===== config.mk =====
export PLATFORM = sky130hd
export DESIGN_NAME = lsq_mem_arbiter_flat
export DESIGN_NICKNAME = d
export VERILOG_FILES = /design/src/rtl/lsq_mem_arbiter_if.sv /design/src/rtl/lsq_mem_arbiter.sv /design/src/flat_wrapper.sv
export SDC_FILE = /design/constraint.sdc
export NUM_CORES = 1
export LEC_CHECK = 0
export ABC_CLOCK_PERIOD_IN_PS = 2900
export CAP_MARGIN = 20
export CORE_MARGIN = 8
export CORE_UTILIZATION = 35
export DETAILED_ROUTE_END_ITERATION = 6
export GPL_TIMING_DRIVEN = 0
export MAX_ROUTING_LAYER = met4
export PLACE_DENSITY_LB_ADDON = 0.25
export SYNTH_ARGS = -nofsm -noshare
export SYNTH_HDL_FRONTEND = slang
export SYNTH_SLANG_ARGS = --single-unit

===== constraint.sdc =====
create_clock -name clock -period 2.9 [get_ports clock]
set_input_delay 0.29 -clock clock [delete_from_list [all_inputs] [get_ports clock]]
set_output_delay 0.29 -clock clock [all_outputs]
set_load 0.005 [all_outputs]

===== src/rtl/lsq_mem_arbiter_if.sv =====
// Bus bundle between the LSQ memory arbiter and its clients: load unit,
// store-queue head and the single-ported memory.
interface lsq_mem_arbiter_if #(
    parameter int XLEN    = 32,
    parameter int TAG_W   = 4,
    parameter int LD_ID_W = 3
);
    logic               sq_valid;
    logic [XLEN-1:0]    sq_address;
    logic [XLEN-1:0]    sq_data;
    logic               sq_drain;
    logic               sq_retired;
    logic               ld_req_valid;
    logic [XLEN-1:0]    ld_req_addr;
    logic [LD_ID_W-1:0] ld_req_id;
    logic               ld_req_ready;
    logic               ld_resp_valid;
    logic [XLEN-1:0]    ld_resp_data;
    logic [LD_ID_W-1:0] ld_resp_id;
    logic [1:0]         proc2mem_command;
    logic [XLEN-1:0]    proc2mem_addr;
    logic [XLEN-1:0]    proc2mem_data;
    logic [TAG_W-1:0]   mem2proc_response;
    logic [TAG_W-1:0]   mem2proc_tag;
    logic [XLEN-1:0]    mem2proc_data;
    logic               arb_idle;

    modport master (
        input  sq_valid, sq_address, sq_data, sq_drain,
        input  ld_req_valid, ld_req_addr, ld_req_id,
        input  mem2proc_response, mem2proc_tag, mem2proc_data,
        output sq_retired, ld_req_ready,
        output ld_resp_valid, ld_resp_data, ld_resp_id,
        output proc2mem_command, proc2mem_addr, proc2mem_data,
        output arb_idle
    );

    modport slave (
        output sq_valid, sq_address, sq_data, sq_drain,
        output ld_req_valid, ld_req_addr, ld_req_id,
        output mem2proc_response, mem2proc_tag, mem2proc_data,
        input  sq_retired, ld_req_ready,
        input  ld_resp_valid, ld_resp_data, ld_resp_id,
        input  proc2mem_command, proc2mem_addr, proc2mem_data,
        input  arb_idle
    );
endinterface


===== src/rtl/lsq_mem_arbiter.sv =====
// Single-port memory arbiter: picks a load or the committed head store each
// cycle, holds it on the bus until accepted, and matches load returns by tag.
module lsq_mem_arbiter #(
    parameter int XLEN            = 32,
    parameter int TAG_W           = 4,
    parameter int LD_ID_W         = 3,
    parameter int MAX_OUTSTANDING = 4,
    parameter int STARVE_LIMIT    = 4
) (
    input  logic               clock,
    input  logic               reset,
    lsq_mem_arbiter_if.master  bus
);
    localparam int OUT_W = $clog2(MAX_OUTSTANDING + 1);
    localparam int STV_W = $clog2(STARVE_LIMIT + 1);
    localparam int DEPTH = 1 << TAG_W;

    localparam logic [0:0] S_IDLE  = 1'b0;
    localparam logic [0:0] S_ISSUE = 1'b1;

    localparam logic [1:0] CMD_NONE  = 2'd0;
    localparam logic [1:0] CMD_LOAD  = 2'd1;
    localparam logic [1:0] CMD_STORE = 2'd2;

    logic [0:0]         state_q, state_d;
    logic [1:0]         cmd_q, cmd_d;
    logic [XLEN-1:0]    addr_q, addr_d;
    logic [XLEN-1:0]    data_q, data_d;
    logic [LD_ID_W-1:0] ld_id_q, ld_id_d;
    logic               tbl_valid_q [DEPTH];
    logic               tbl_valid_d [DEPTH];
    logic [LD_ID_W-1:0] tbl_id_q [DEPTH];
    logic [LD_ID_W-1:0] tbl_id_d [DEPTH];
    logic [OUT_W-1:0]   outstanding_q, outstanding_d;
    logic [STV_W-1:0]   starve_q, starve_d;
    logic               resp_valid_q, resp_valid_d;
    logic [XLEN-1:0]    resp_data_q, resp_data_d;
    logic [LD_ID_W-1:0] resp_id_q, resp_id_d;

    logic accept, slot_free, ld_full, store_eligible, store_forced;
    logic ld_ready, cap_load, cap_store, alloc, complete;

    // A head store being accepted this cycle is already gone from the queue's
    // point of view, so it must not be captured a second time.
    assign accept         = (state_q == S_ISSUE) && (bus.mem2proc_response != '0);
    assign slot_free      = (state_q == S_IDLE) || accept;
    assign ld_full        = (outstanding_q == OUT_W'(MAX_OUTSTANDING));
    assign store_eligible = bus.sq_valid && !(accept && (cmd_q == CMD_STORE));
    assign store_forced   = store_eligible &&
                            (bus.sq_drain || (starve_q >= STV_W'(STARVE_LIMIT)));
    assign ld_ready       = slot_free && !ld_full && !store_forced;
    assign cap_load       = bus.ld_req_valid && ld_ready;
    assign cap_store      = !cap_load && slot_free && store_eligible;
    assign alloc          = accept && (cmd_q == CMD_LOAD);
    assign complete       = (bus.mem2proc_tag != '0) && tbl_valid_q[bus.mem2proc_tag];

    always_comb begin
        state_d       = state_q;
        cmd_d         = cmd_q;
        addr_d        = addr_q;
        data_d        = data_q;
        ld_id_d       = ld_id_q;
        tbl_valid_d   = tbl_valid_q;
        tbl_id_d      = tbl_id_q;
        starve_d      = starve_q;
        resp_valid_d  = complete;
        resp_data_d   = resp_data_q;
        resp_id_d     = resp_id_q;
        outstanding_d = outstanding_q + OUT_W'(alloc) - OUT_W'(complete);

        if (cap_load) begin
            state_d = S_ISSUE;
            cmd_d   = CMD_LOAD;
            addr_d  = bus.ld_req_addr;
            data_d  = '0;
            ld_id_d = bus.ld_req_id;
        end else if (cap_store) begin
            state_d = S_ISSUE;
            cmd_d   = CMD_STORE;
            addr_d  = bus.sq_address;
            data_d  = bus.sq_data;
            ld_id_d = '0;
        end else if (accept) begin
            state_d = S_IDLE;
            cmd_d   = CMD_NONE;
            addr_d  = '0;
            data_d  = '0;
            ld_id_d = '0;
        end

        // Allocation is applied after the clear so it wins a shared tag.
        if (complete) begin
            tbl_valid_d[bus.mem2proc_tag] = 1'b0;
            resp_data_d = bus.mem2proc_data;
            resp_id_d   = tbl_id_q[bus.mem2proc_tag];
        end
        if (alloc) begin
            tbl_valid_d[bus.mem2proc_response] = 1'b1;
            tbl_id_d[bus.mem2proc_response]    = ld_id_q;
        end

        if (!bus.sq_valid || cap_store) begin
            starve_d = '0;
        end else if (cap_load && store_eligible && (starve_q < STV_W'(STARVE_LIMIT))) begin
            starve_d = starve_q + STV_W'(1);
        end
    end

    always_ff @(posedge clock) begin
        if (reset) begin
            state_q       <= S_IDLE;
            cmd_q         <= CMD_NONE;
            addr_q        <= '0;
            data_q        <= '0;
            ld_id_q       <= '0;
            tbl_valid_q   <= '{default: 1'b0};
            tbl_id_q      <= '{default: '0};
            outstanding_q <= '0;
            starve_q      <= '0;
            resp_valid_q  <= 1'b0;
            resp_data_q   <= '0;
            resp_id_q     <= '0;
        end else begin
            state_q       <= state_d;
            cmd_q         <= cmd_d;
            addr_q        <= addr_d;
            data_q        <= data_d;
            ld_id_q       <= ld_id_d;
            tbl_valid_q   <= tbl_valid_d;
            tbl_id_q      <= tbl_id_d;
            outstanding_q <= outstanding_d;
            starve_q      <= starve_d;
            resp_valid_q  <= resp_valid_d;
            resp_data_q   <= resp_data_d;
            resp_id_q     <= resp_id_d;
        end
    end

    assign bus.sq_retired       = accept && (cmd_q == CMD_STORE);
    assign bus.ld_req_ready     = ld_ready;
    assign bus.ld_resp_valid    = resp_valid_q;
    assign bus.ld_resp_data     = resp_data_q;
    assign bus.ld_resp_id       = resp_id_q;
    assign bus.proc2mem_command = cmd_q;
    assign bus.proc2mem_addr    = addr_q;
    assign bus.proc2mem_data    = data_q;
    assign bus.arb_idle         = (state_q == S_IDLE) && (outstanding_q == '0) && !bus.sq_valid;
endmodule


===== src/flat_wrapper.sv =====
// flat-port wrapper written by rule: the top's interface ports become plain ports
module lsq_mem_arbiter_flat 
#(
    parameter int XLEN            = 32,
    parameter int TAG_W           = 4,
    parameter int LD_ID_W         = 3,
    parameter int MAX_OUTSTANDING = 4,
    parameter int STARVE_LIMIT    = 4
)
  (clock, reset, bus_sq_valid, bus_sq_address, bus_sq_data, bus_sq_drain, bus_ld_req_valid, bus_ld_req_addr, bus_ld_req_id, bus_mem2proc_response, bus_mem2proc_tag, bus_mem2proc_data, bus_sq_retired, bus_ld_req_ready, bus_ld_resp_valid, bus_ld_resp_data, bus_ld_resp_id, bus_proc2mem_command, bus_proc2mem_addr, bus_proc2mem_data, bus_arb_idle);
  lsq_mem_arbiter_if #(.XLEN(XLEN), .TAG_W(TAG_W), .LD_ID_W(LD_ID_W)) bus_i ();
  input  logic clock;
  input  logic reset;
  input wire logic [$bits(bus_i.sq_valid)-1:0] bus_sq_valid;
  input wire logic [$bits(bus_i.sq_address)-1:0] bus_sq_address;
  input wire logic [$bits(bus_i.sq_data)-1:0] bus_sq_data;
  input wire logic [$bits(bus_i.sq_drain)-1:0] bus_sq_drain;
  input wire logic [$bits(bus_i.ld_req_valid)-1:0] bus_ld_req_valid;
  input wire logic [$bits(bus_i.ld_req_addr)-1:0] bus_ld_req_addr;
  input wire logic [$bits(bus_i.ld_req_id)-1:0] bus_ld_req_id;
  input wire logic [$bits(bus_i.mem2proc_response)-1:0] bus_mem2proc_response;
  input wire logic [$bits(bus_i.mem2proc_tag)-1:0] bus_mem2proc_tag;
  input wire logic [$bits(bus_i.mem2proc_data)-1:0] bus_mem2proc_data;
  output wire logic [$bits(bus_i.sq_retired)-1:0] bus_sq_retired;
  output wire logic [$bits(bus_i.ld_req_ready)-1:0] bus_ld_req_ready;
  output wire logic [$bits(bus_i.ld_resp_valid)-1:0] bus_ld_resp_valid;
  output wire logic [$bits(bus_i.ld_resp_data)-1:0] bus_ld_resp_data;
  output wire logic [$bits(bus_i.ld_resp_id)-1:0] bus_ld_resp_id;
  output wire logic [$bits(bus_i.proc2mem_command)-1:0] bus_proc2mem_command;
  output wire logic [$bits(bus_i.proc2mem_addr)-1:0] bus_proc2mem_addr;
  output wire logic [$bits(bus_i.proc2mem_data)-1:0] bus_proc2mem_data;
  output wire logic [$bits(bus_i.arb_idle)-1:0] bus_arb_idle;
  assign bus_i.sq_valid = bus_sq_valid;
  assign bus_i.sq_address = bus_sq_address;
  assign bus_i.sq_data = bus_sq_data;
  assign bus_i.sq_drain = bus_sq_drain;
  assign bus_i.ld_req_valid = bus_ld_req_valid;
  assign bus_i.ld_req_addr = bus_ld_req_addr;
  assign bus_i.ld_req_id = bus_ld_req_id;
  assign bus_i.mem2proc_response = bus_mem2proc_response;
  assign bus_i.mem2proc_tag = bus_mem2proc_tag;
  assign bus_i.mem2proc_data = bus_mem2proc_data;
  assign bus_sq_retired = bus_i.sq_retired;
  assign bus_ld_req_ready = bus_i.ld_req_ready;
  assign bus_ld_resp_valid = bus_i.ld_resp_valid;
  assign bus_ld_resp_data = bus_i.ld_resp_data;
  assign bus_ld_resp_id = bus_i.ld_resp_id;
  assign bus_proc2mem_command = bus_i.proc2mem_command;
  assign bus_proc2mem_addr = bus_i.proc2mem_addr;
  assign bus_proc2mem_data = bus_i.proc2mem_data;
  assign bus_arb_idle = bus_i.arb_idle;
  lsq_mem_arbiter #(.XLEN(XLEN), .TAG_W(TAG_W), .LD_ID_W(LD_ID_W), .MAX_OUTSTANDING(MAX_OUTSTANDING), .STARVE_LIMIT(STARVE_LIMIT)) u_core (.clock(clock), .reset(reset), .bus(bus_i));
endmodule

==> impl_metrics.yaml <==
outcome:
  result_of_the_run: "completed"
sta:
  timing.final.crit_share_pct: 95.72
  fin_hold_ws_ns: 0.4207
  report.final.slew_viol_count: 0
  relSlewSlack_pct: 35.24
  grt_setup_unrepaired: "false"
  maxClockFrequency_ghz: 0.3602
  final-setup-viol-count: 0
  post-route-min-period_ns: 2.776
  final_critical_path_setup_slack_ns: 0.1241
  fin_setup_tns_ns: 0
  worstMarginPinSlew_ns: 0.9634
  skew_ns: 0.01142
  report.final.hold_viol_count: 0
setup_path:
  worstSetupStartpointType: "flip-flop"
  worst_path_arrival_time_ns: 3.07
  worst_r2r_startpoint: "u_core.tbl_valid_q[11]"
  timing.reg2reg.worst_path_depth: 11
  worst_path_largest_cell_delay_ns: 0.51
  rrSetupSlack_ns: 0.12
  critPathRequiredTime_ns: 3.20
  timing.critical_path.to_type: "flip-flop"
  path_cells: "mux4_2, o211ai_4, clkbuf_8, nand2_1, ha_1, inv_1, ha_1, fa_1, xnor2_1, xnor2_1, nor2_1"
  crit_path_max_fanout: 5
  critical_path.reg2reg.endpoint: "u_core.outstanding_q[2]"
  cpMaxStageDelayCell: "mux4_2"
  worst-setup-path-type: "reg2reg"
drt:
  totalWireLength_mm: 25.03
  route.vias.total: 7089
  routedWlPerCell_um: 18.31
  first_pass_iters: 5
  drt-vias-per-instance: 5.186
  detail_route.iter0.violations: 655
  drtAntennaViolNets: 0
  drcViolationCount: 0
finish:
  final_core_util_pct: 52.07
  area_growth_syn_to_layout_pct: 45.82
  post_route_cells_drive_above_1_share_pct: 12.27
  layout.cells.non_filler: 1367
  antenna_cells_inserted: 0
  layout.nets: 1227
  nFillCells: 1954
  fin_area_um2: 10950
yosys:
  ys_seq_elements: 175
  yosys_warnings: 0
  seq_area_frac_synth_pct: 46.67
  netlist-cell-type-count: 49
  async_sr_flop_fraction_pct: 0
  most_instantiated_flip_flop_cell_in_the_synthesis_netlist: "dfxtp_1"
  synth.cells.most_frequent: "dfxtp_1, nor2_1, a21oi_1"
  syn_area_per_cell_um2: 9.210
  synthTopCellsByArea: "dfxtp_1, a21oi_1, a221oi_2"
  synth_cells: 815
  postSynthNetCount: 963
  synth.most_common_cell: "dfxtp_1"
  yosysTopAreaCell: "dfxtp_1"
  synth-edff-count: 0
  synthesis.area_um2: 7506
  netlist.area_leader.share_pct: 46.67
floorplanning:
  core_box_area_um2: 21020
  fp-row-count: 53
  top_level_ports: 249
  dieHeight_um: 162.4
  die_w_um: 162.4
  dieArea_um2: 26390
  floorplan.initialDensity_pct: 35.71
grt:
  track_usage_pct: 19.20
  initial_antenna_violation_count: 0
  wire_length_of_the_first_global_routing_pass_mm: 39.24
  grt_max_degree: 20
  first_global_vias: 7316
  overflow: 0
hold_path:
  hold_start: "bus_ld_req_id[0]"
  min_delay_worst_endpoint: "u_core.ld_id_q[0]"
  hold-path-cell-count: 3
  worst_hold_path_type: "in2reg"
clocking:
  clkLatencyLatePin_ns: 0.43
  cts_hold_buffers: 0
  htree_levels: 4
  ctsLongestPathBuffers: 2
  cts_buffers: 17
  worst_setup_hold_path_clk_slew_ns: 0.07
  cts-root-buf: "clkbuf_16"
  clkSinkCount: 175
  clock_tree_from_tritoncts: "built"
placed_design:
  gp_congestion: 0.8326
  place.detailed.hpwl_mm: 18.87
  postPlaceCellArea_um2: 10300
  post-place-cells: 1334
  io_buffer_count: 244
  post-place-ws_ns: -0.7720
pwr:
  final_power_mw: 6.198
  ir_drop_mv: 0.4040
  powerDensity_nw_per_um2: 566.3
  total_leakage_power_nw: 3.856
flow_run:
  drv_cap: 0
==> layout make-up <==
class	count	area, um2	area share (%)
Multi-Input combinational cell	548	3570	32.61
Sequential cell	175	3503	32.01
Timing Repair Buffer	246	2456	22.44
Clock buffer	18	429.2	3.921
Buffer	76	421.7	3.852
Tap cell	275	344.1	3.144
Clock inverter	14	165.2	1.509
Inverter	15	56.30	0.5144
==> worst max-delay path, delay by kind of cell (launching register included) <==
kind                       cells  cell delay [ns]
AOI/OAI and AO/OA              1             0.29
xor gates and xnor gates       2             0.33
adders and majority gates      3             0.85
buffers and inverters          2             0.24
DFF                            1             0.33
muxes                          1             0.51
and+or+nand+nor                2             0.12
==> flip-flops by register name, summed over array words and instances (netlist names), 2 cells and up <==
register / cells
u_core.bus.ld_resp_data: 32
u_core.bus.ld_resp_id: 3
u_core.bus.proc2mem_addr: 32
u_core.bus.proc2mem_command: 2
u_core.bus.proc2mem_data: 32
u_core.ld_id_q: 3
u_core.outstanding_q: 3
u_core.starve_q: 3
u_core.tbl_id_q: 48
u_core.tbl_valid_q: 15
==> power by group <==
| part | leakage [nW] | switching [mW] | internal (mW) |
|---|---|---|---|
| combinational | 2.14 | 0.585 | 0.667 |
| sequential | 1.43 | 0.0937 | 2.54 |
| clock | 0.288 | 1.08 | 1.23 |
| total | 3.86 | 1.75 | 4.44 |
==> routing by layer <==
layer | GRT usage [%] | part of all wire [%]
met1 | 23.31 | 43
met2 | 30.04 | 47
met3 | 6.724 | 8.5
met4 | 4.630 | 1.2
met5 | - | 0
==> cell families after synthesis <==
kind of cell,after synthesis,synth area share [%]
buffers and inverters,92,6.101
muxes,30,6.368
and+or+nand+nor,272,17.27
AOI/OAI and AO/OA,239,22.47
xor gates and xnor gates,3,0.3501
DFF,175,46.67
adders and majority gates,4,0.7669
==> placed cells by master, fill, tap and decap left out, drive strengths merged, types with 4 or more instances in the layout <==
master and n:
nand2 50, clkbuf 58, o31ai 7, nor2b 11, nand3 61, nor2 98, dfxtp 175, a221oi 35
buf 38, mux4 14, clkdlybuf4s50 243, clkinv 4, nand2b 7, inv 23, a22oi 35, a21oi 89
nor3 35, mux2i 14, o21ai 61
==> repair_timing <==
item	in CTS	in global routing
buffers inserted	1	1
resized for setup	7	4
pin swaps	0	1
endpoints found under the setup margin	2	2
==> worst max-delay path by stage <==
stage / start / endpoint / slack (ns)
2_1_floorplan: bus_mem2proc_tag[3] / u_core.outstanding_q[2] / 0.02
3_3_place_gp: bus_mem2proc_tag[1] / u_core.outstanding_q[2] / -0.75
3_5_place_dp: bus_mem2proc_tag[1] / u_core.outstanding_q[2] / -0.77
4_1_cts: u_core.tbl_valid_q[2] / u_core.outstanding_q[2] / 0.03
5_1_grt: u_core.tbl_valid_q[2] / u_core.outstanding_q[2] / 0.01
6_report: u_core.tbl_valid_q[11] / u_core.outstanding_q[2] / 0.12
(Power assumes the default switching activity.)
==> RTL edit 1: new RTL, same settings <==
Make the reset (`reset`) asynchronous in one clocked block.
--- a/src/rtl/lsq_mem_arbiter.sv
+++ b/src/rtl/lsq_mem_arbiter.sv
@@ -106,7 +106,7 @@
         end
     end
 
-    always_ff @(posedge clock) begin
+    always_ff @(posedge clock or posedge reset) begin
         if (reset) begin
             state_q       <= S_IDLE;
             cmd_q         <= CMD_NONE;
Function: differs if reset is asserted again (counterexample within 4 cycles, from zero or initial values and one cycle with reset high); with reset held inactive, the same outputs for 4 cycles.
==> RTL edit 1 against the original RTL <==
  * Sequential cell count unchanged
  * Final area grew 3.8%
  * Worst setup slack improved by 24 ps
  * Clock skew down 1.3 ps
  * Synthesized cell count shrank 33%
  * Global-route usage is 0.88 points lower
  * First-iteration DRC count decreased by 46%
  * Count of clock-buffer cells in the layout grew 1
  * Area after synthesis is 3.3% higher
  * Wire length shrank 5.2%
Power is not compared: it rests on default switching activity, and its combinational part moved more than twofold at a synthesized area within 25%.
==> RTL edit 1: results (changes against the original RTL) <==
----------------------------------------------------
[Power]
  Switching power total ... ~2.4 mW

[Timing]
  Setup clock skew after layout ... 10.08 ps (-1.333 ps)
  Slew @ Worst Pin ... 721.3 ps (-242.1 ps)

[Worst setup path]
  Largest driver fanout on the critical path ... 11 (+6)
  Setup slack, reg-to-reg ... 150 ps (+20 ps)
  Endpoint of the worst-slack reg-to-reg timing path ... u_core.outstanding_q[2]
  WP data arrival ... 3090 ps (+20 ps)

[Yosys]
  Proportion of synthesized chip area in sequential cells ... 56.48% (+9.8 points)
  Yosys cell types ... 50 (+2.0%)
  Cell types with the largest area share after synthesis ... dfrtp_1 (56%), mux2_2 (11%), o2111a_1 (4.6%)
  Leading post-synthesis cells by instance count ... dfrtp_1 (175), mux2_2 (79), a22o_1 (35)
  Share of flip-flops with an asynchronous set or reset after synthesis ... 100.0% (+100 points)

[Run status]
  Run status ... finished, final reports clean

[Route]
  Drt via density ... 5.293 (+2.1%)
  Count of routing violations after the opening detailed-route iteration ... 353 (-46%)
  Met3 routed WL ... 1.701 mm (-20%)
  Met2 layer wire length in the routed design ... 11.62 mm (-1.3%)
  Post-Route M1 WL ... 10.01 mm (-7.6%)
  Length of the first detailed-routing pass in iterations ... 4 (-1)

[Global route]
  Global routing usage summed across all routing layers ... 18.32% (-0.88 points)
  Global-route wire length before repair ... 37.37 mm (-4.8%)
  Met2 capacity usage during global routing ... 28.97% (-1.1 points)
  Met3 layer usage reported by global route ... 6.107% (-0.62 points)

[Final layout]
  Fraction of layout instances using a drive strength above 1 ... 20.70% (+8.4 points)
  Fill cells ... 1855 (-5.1%)

[Min path]
  Path category of the worst min-delay check ... input pin to async pin

[Placement]
  Number of cells in the design after placement ... 1077 (-19%)
  Sum of net half-perimeters after detailed placement ... 18.03 mm (-4.5%)
  Count of input and output buffers ... 247 (+1.2%)

[Clocking]
  Clock latency on the worst-skew pair ... 430 ps (about the same)

----------------------------------------------------
==> RTL edit 1: worst max-delay path, delay by kind of cell, from the launching register on <==
family,cells,cell delay (ps)
mux,3,880
fa+ha+maj,3,860
flops,1,390
xor+xnor,2,330
buf+inv,2,210
==> RTL edit 1: cell type report <==
cell class / instances / area share (%)
sequential: 175 / 38.55
multi-input combinational: 317 / 27.01
timing repair buffer: 253 / 22.62
clock buffer: 19 / 3.900
tap: 280 / 3.084
buffer: 47 / 2.556
clock inverter: 13 / 1.994
inverter: 7 / 0.2644
antenna: 1 / 0.02203
==> RTL edit 1: worst max path at each step <==
stage,to,slack [ps]
after floorplan,u_core.outstanding_q[2],270
after global placement,u_core.bus.proc2mem_data[1],-960
after detailed placement,u_core.outstanding_q[2],-690
after CTS,u_core.outstanding_q[2],20
after global routing,u_core.outstanding_q[2],50
final,u_core.outstanding_q[2],150
==> RTL edit 1: through the flow <==
step	hold WS [ps]	worst slack, ps	utilization (%)	total power, mW
2_1_floorplan	412.1	274.9	-	4.726
3_3_place_gp	439.0	-962.7	48.63	6.165
3_5_place_dp	451.3	-685.5	49.00	6.275
4_1_cts	294.7	17.38	52.15	8.920
5_1_grt	315.1	52.89	52.21	9.302
6_report	296.5	148.5	52.21	8.804
==> RTL edit 1: kinds of logic after synthesis <==
| group | synth area share, % |
|---|---|
| AO/OA/AOI/OAI | 16.94 |
| XOR/XNOR | 0.2260 |
| adder cells (fa/ha/maj) | 0.7424 |
| buffers and inverters | 4.002 |
| flip-flops | 56.48 |
| multiplexers | 16.91 |
| AND/OR/NAND/NOR | 4.696 |
==> RTL edit 1: what timing repair did <==
item | in CTS | in global routing
pin swaps | 1 | 0
resized for setup | 2 | 3
cloned | 0 | 0
setup endpoints to repair | 3 | 1
buffers inserted | 2 | 0
==> RTL edit 2: new RTL, same settings <==
Without the edit above. `STARVE_LIMIT` is set to 4 in 2 places; all go to 2.
--- a/src/rtl/lsq_mem_arbiter.sv
+++ b/src/rtl/lsq_mem_arbiter.sv
@@ -5,7 +5,7 @@
     parameter int TAG_W           = 4,
     parameter int LD_ID_W         = 3,
     parameter int MAX_OUTSTANDING = 4,
-    parameter int STARVE_LIMIT    = 4
+    parameter int STARVE_LIMIT    = 2
 ) (
     input  logic               clock,
     input  logic               reset,
--- a/src/flat_wrapper.sv
+++ b/src/flat_wrapper.sv
@@ -5,7 +5,7 @@
     parameter int TAG_W           = 4,
     parameter int LD_ID_W         = 3,
     parameter int MAX_OUTSTANDING = 4,
-    parameter int STARVE_LIMIT    = 4
+    parameter int STARVE_LIMIT    = 2
 )
   (clock, reset, bus_sq_valid, bus_sq_address, bus_sq_data, bus_sq_drain, bus_ld_req_valid, bus_ld_req_addr, bus_ld_req_id, bus_mem2proc_response, bus_mem2proc_tag, bus_mem2proc_data, bus_sq_retired, bus_ld_req_ready, bus_ld_resp_valid, bus_ld_resp_data, bus_ld_resp_id, bus_proc2mem_command, bus_proc2mem_addr, bus_proc2mem_data, bus_arb_idle);
   lsq_mem_arbiter_if #(.XLEN(XLEN), .TAG_W(TAG_W), .LD_ID_W(LD_ID_W)) bus_i ();
Behaviour: not the same (Yosys sat finds a counterexample within 4 cycles, from zero or initial values and one cycle with reset high).
==> RTL edit 2 against the original RTL <==
  * Total power decreased by 3.9%
  * Wire length decreased by 1.8%
  * Final area decreased by 1.7%
  * Area after synthesis fell by 2.6%
  * Fmax is 0.91% lower
  * Sequential cell count down 1
  * Worst setup slack got worse by 26 ps
  * Combinational power shrank 15%
  * Critical endpoint unchanged
  * Largest power group unchanged
==> RTL edit 2: results (changes against the original RTL) <==
----------------------------------------------------
[Global route]
  Met2 capacity usage during global routing ... 30.07% (+0.035 points)
  Maximum number of pins on one net before global-route repair ... 17 (-15%)
  Global-route wire length before repair ... 38.60 mm (-1.6%)
  Global routing usage summed across all routing layers ... 19.58% (+0.38 points)
  Global-route track usage on met1 ... 22.73% (-0.58 points)

[Yosys]
  Leading post-synthesis cells by instance count ... dfxtp_1 (174), nor2_1 (144), mux2i_1 (53)
  Count of mapped cells out of synthesis ... 757 (-7.1%)
  Proportion of synthesized chip area in sequential cells ... 47.65% (+0.98 points)
  Number of nets in the synthesized netlist ... 905 (-6.0%)
  Cell types with the largest area share after synthesis ... dfxtp_1 (48%), nor2_1 (7.4%), mux2i_1 (7.3%)
  Cell area after synthesis ... 7310 µm² (-2.6%)

[Final layout]
  Post-layout net count ... 1174 (-4.3%)
  Fill cells ... 1999 (+2.3%)
  Sequential share of cell area ... 32.38% (+0.38 points)
  Multi-input comb cells ... 506 (-7.7%)
  Fraction of layout instances using a drive strength above 1 ... 11.45% (-0.82 points)
  Non-CTS buffers ... 317 (-1.6%)

[Placement]
  DP Worst Slack ... -838.5 ps (-66.59 ps)
  Sum of net half-perimeters after detailed placement ... 18.52 mm (-1.8%)
  Count of input and output buffers ... 247 (+1.2%)
  Number of cells in the design after placement ... 1279 (-4.1%)
  Dpl cell area ... 10130 µm² (-1.7%)

[Power]
  Reported leakage power ... 3.861 nW (+0.13%)

[Run status]
  Run status ... finished, final reports clean

[Route]
  DR vias ... 6671 (-5.9%)
  Routed wirelength normalized by instance count ... 18.72 µm (+2.2%)
  Met3 routed WL ... 2.421 mm (+14%)
  Post-Route M1 WL ... 10.59 mm (-2.2%)
  Drt via density ... 5.077 (-2.1%)

[Timing]
  Slew @ Worst Pin ... 750.0 ps (-213.4 ps)
  Setup clock skew after layout ... 9.580 ps (-1.836 ps)

[Worst setup path]
  Largest driver fanout on the critical path ... 10 (+5)
  Max incr delay on CP ... 470 ps (-40 ps)

[Clocking]
  Total clock sinks ... 174 (-0.57%)
  Cts repair resizes ... 6 (-1)

----------------------------------------------------
-- RTL edit 2: kinds of logic (layout without fill, tap and decap cells) --
group                    Yosys count  after routing  synth area share, %
adder cells (fa/ha/maj)            4              4               0.7875
AND/OR/NAND/NOR                  279            279                16.88
XOR/XNOR                           3              3               0.3595
multiplexers                      70             70                12.19
AO/OA/AOI/OAI                    150            150                16.74
buffers and inverters             77            359                5.392
flip-flops                       174            174                47.65
-- RTL edit 2: report_power, final --
group	internal, mW	switching [mW]	leakage [nW]
logic	0.573	0.487	2.16
clock network	1.29	1.03	0.281
registers	2.50	0.0734	1.42
-- RTL edit 2: worst paths after layout --
kind | startpoint | to | slack, ps | cells past startpoint
worst min register to register | u_core.tbl_id_q[11] | u_core.tbl_id_q[11] | 460 | 2
worst min-delay path | reset | u_core.starve_q[1] | 320 | 2
worst max register to register | u_core.tbl_valid_q[3] | u_core.outstanding_q[2] | 100 | 13
worst max-delay path | u_core.tbl_valid_q[3] | u_core.outstanding_q[2] | 100 | 13
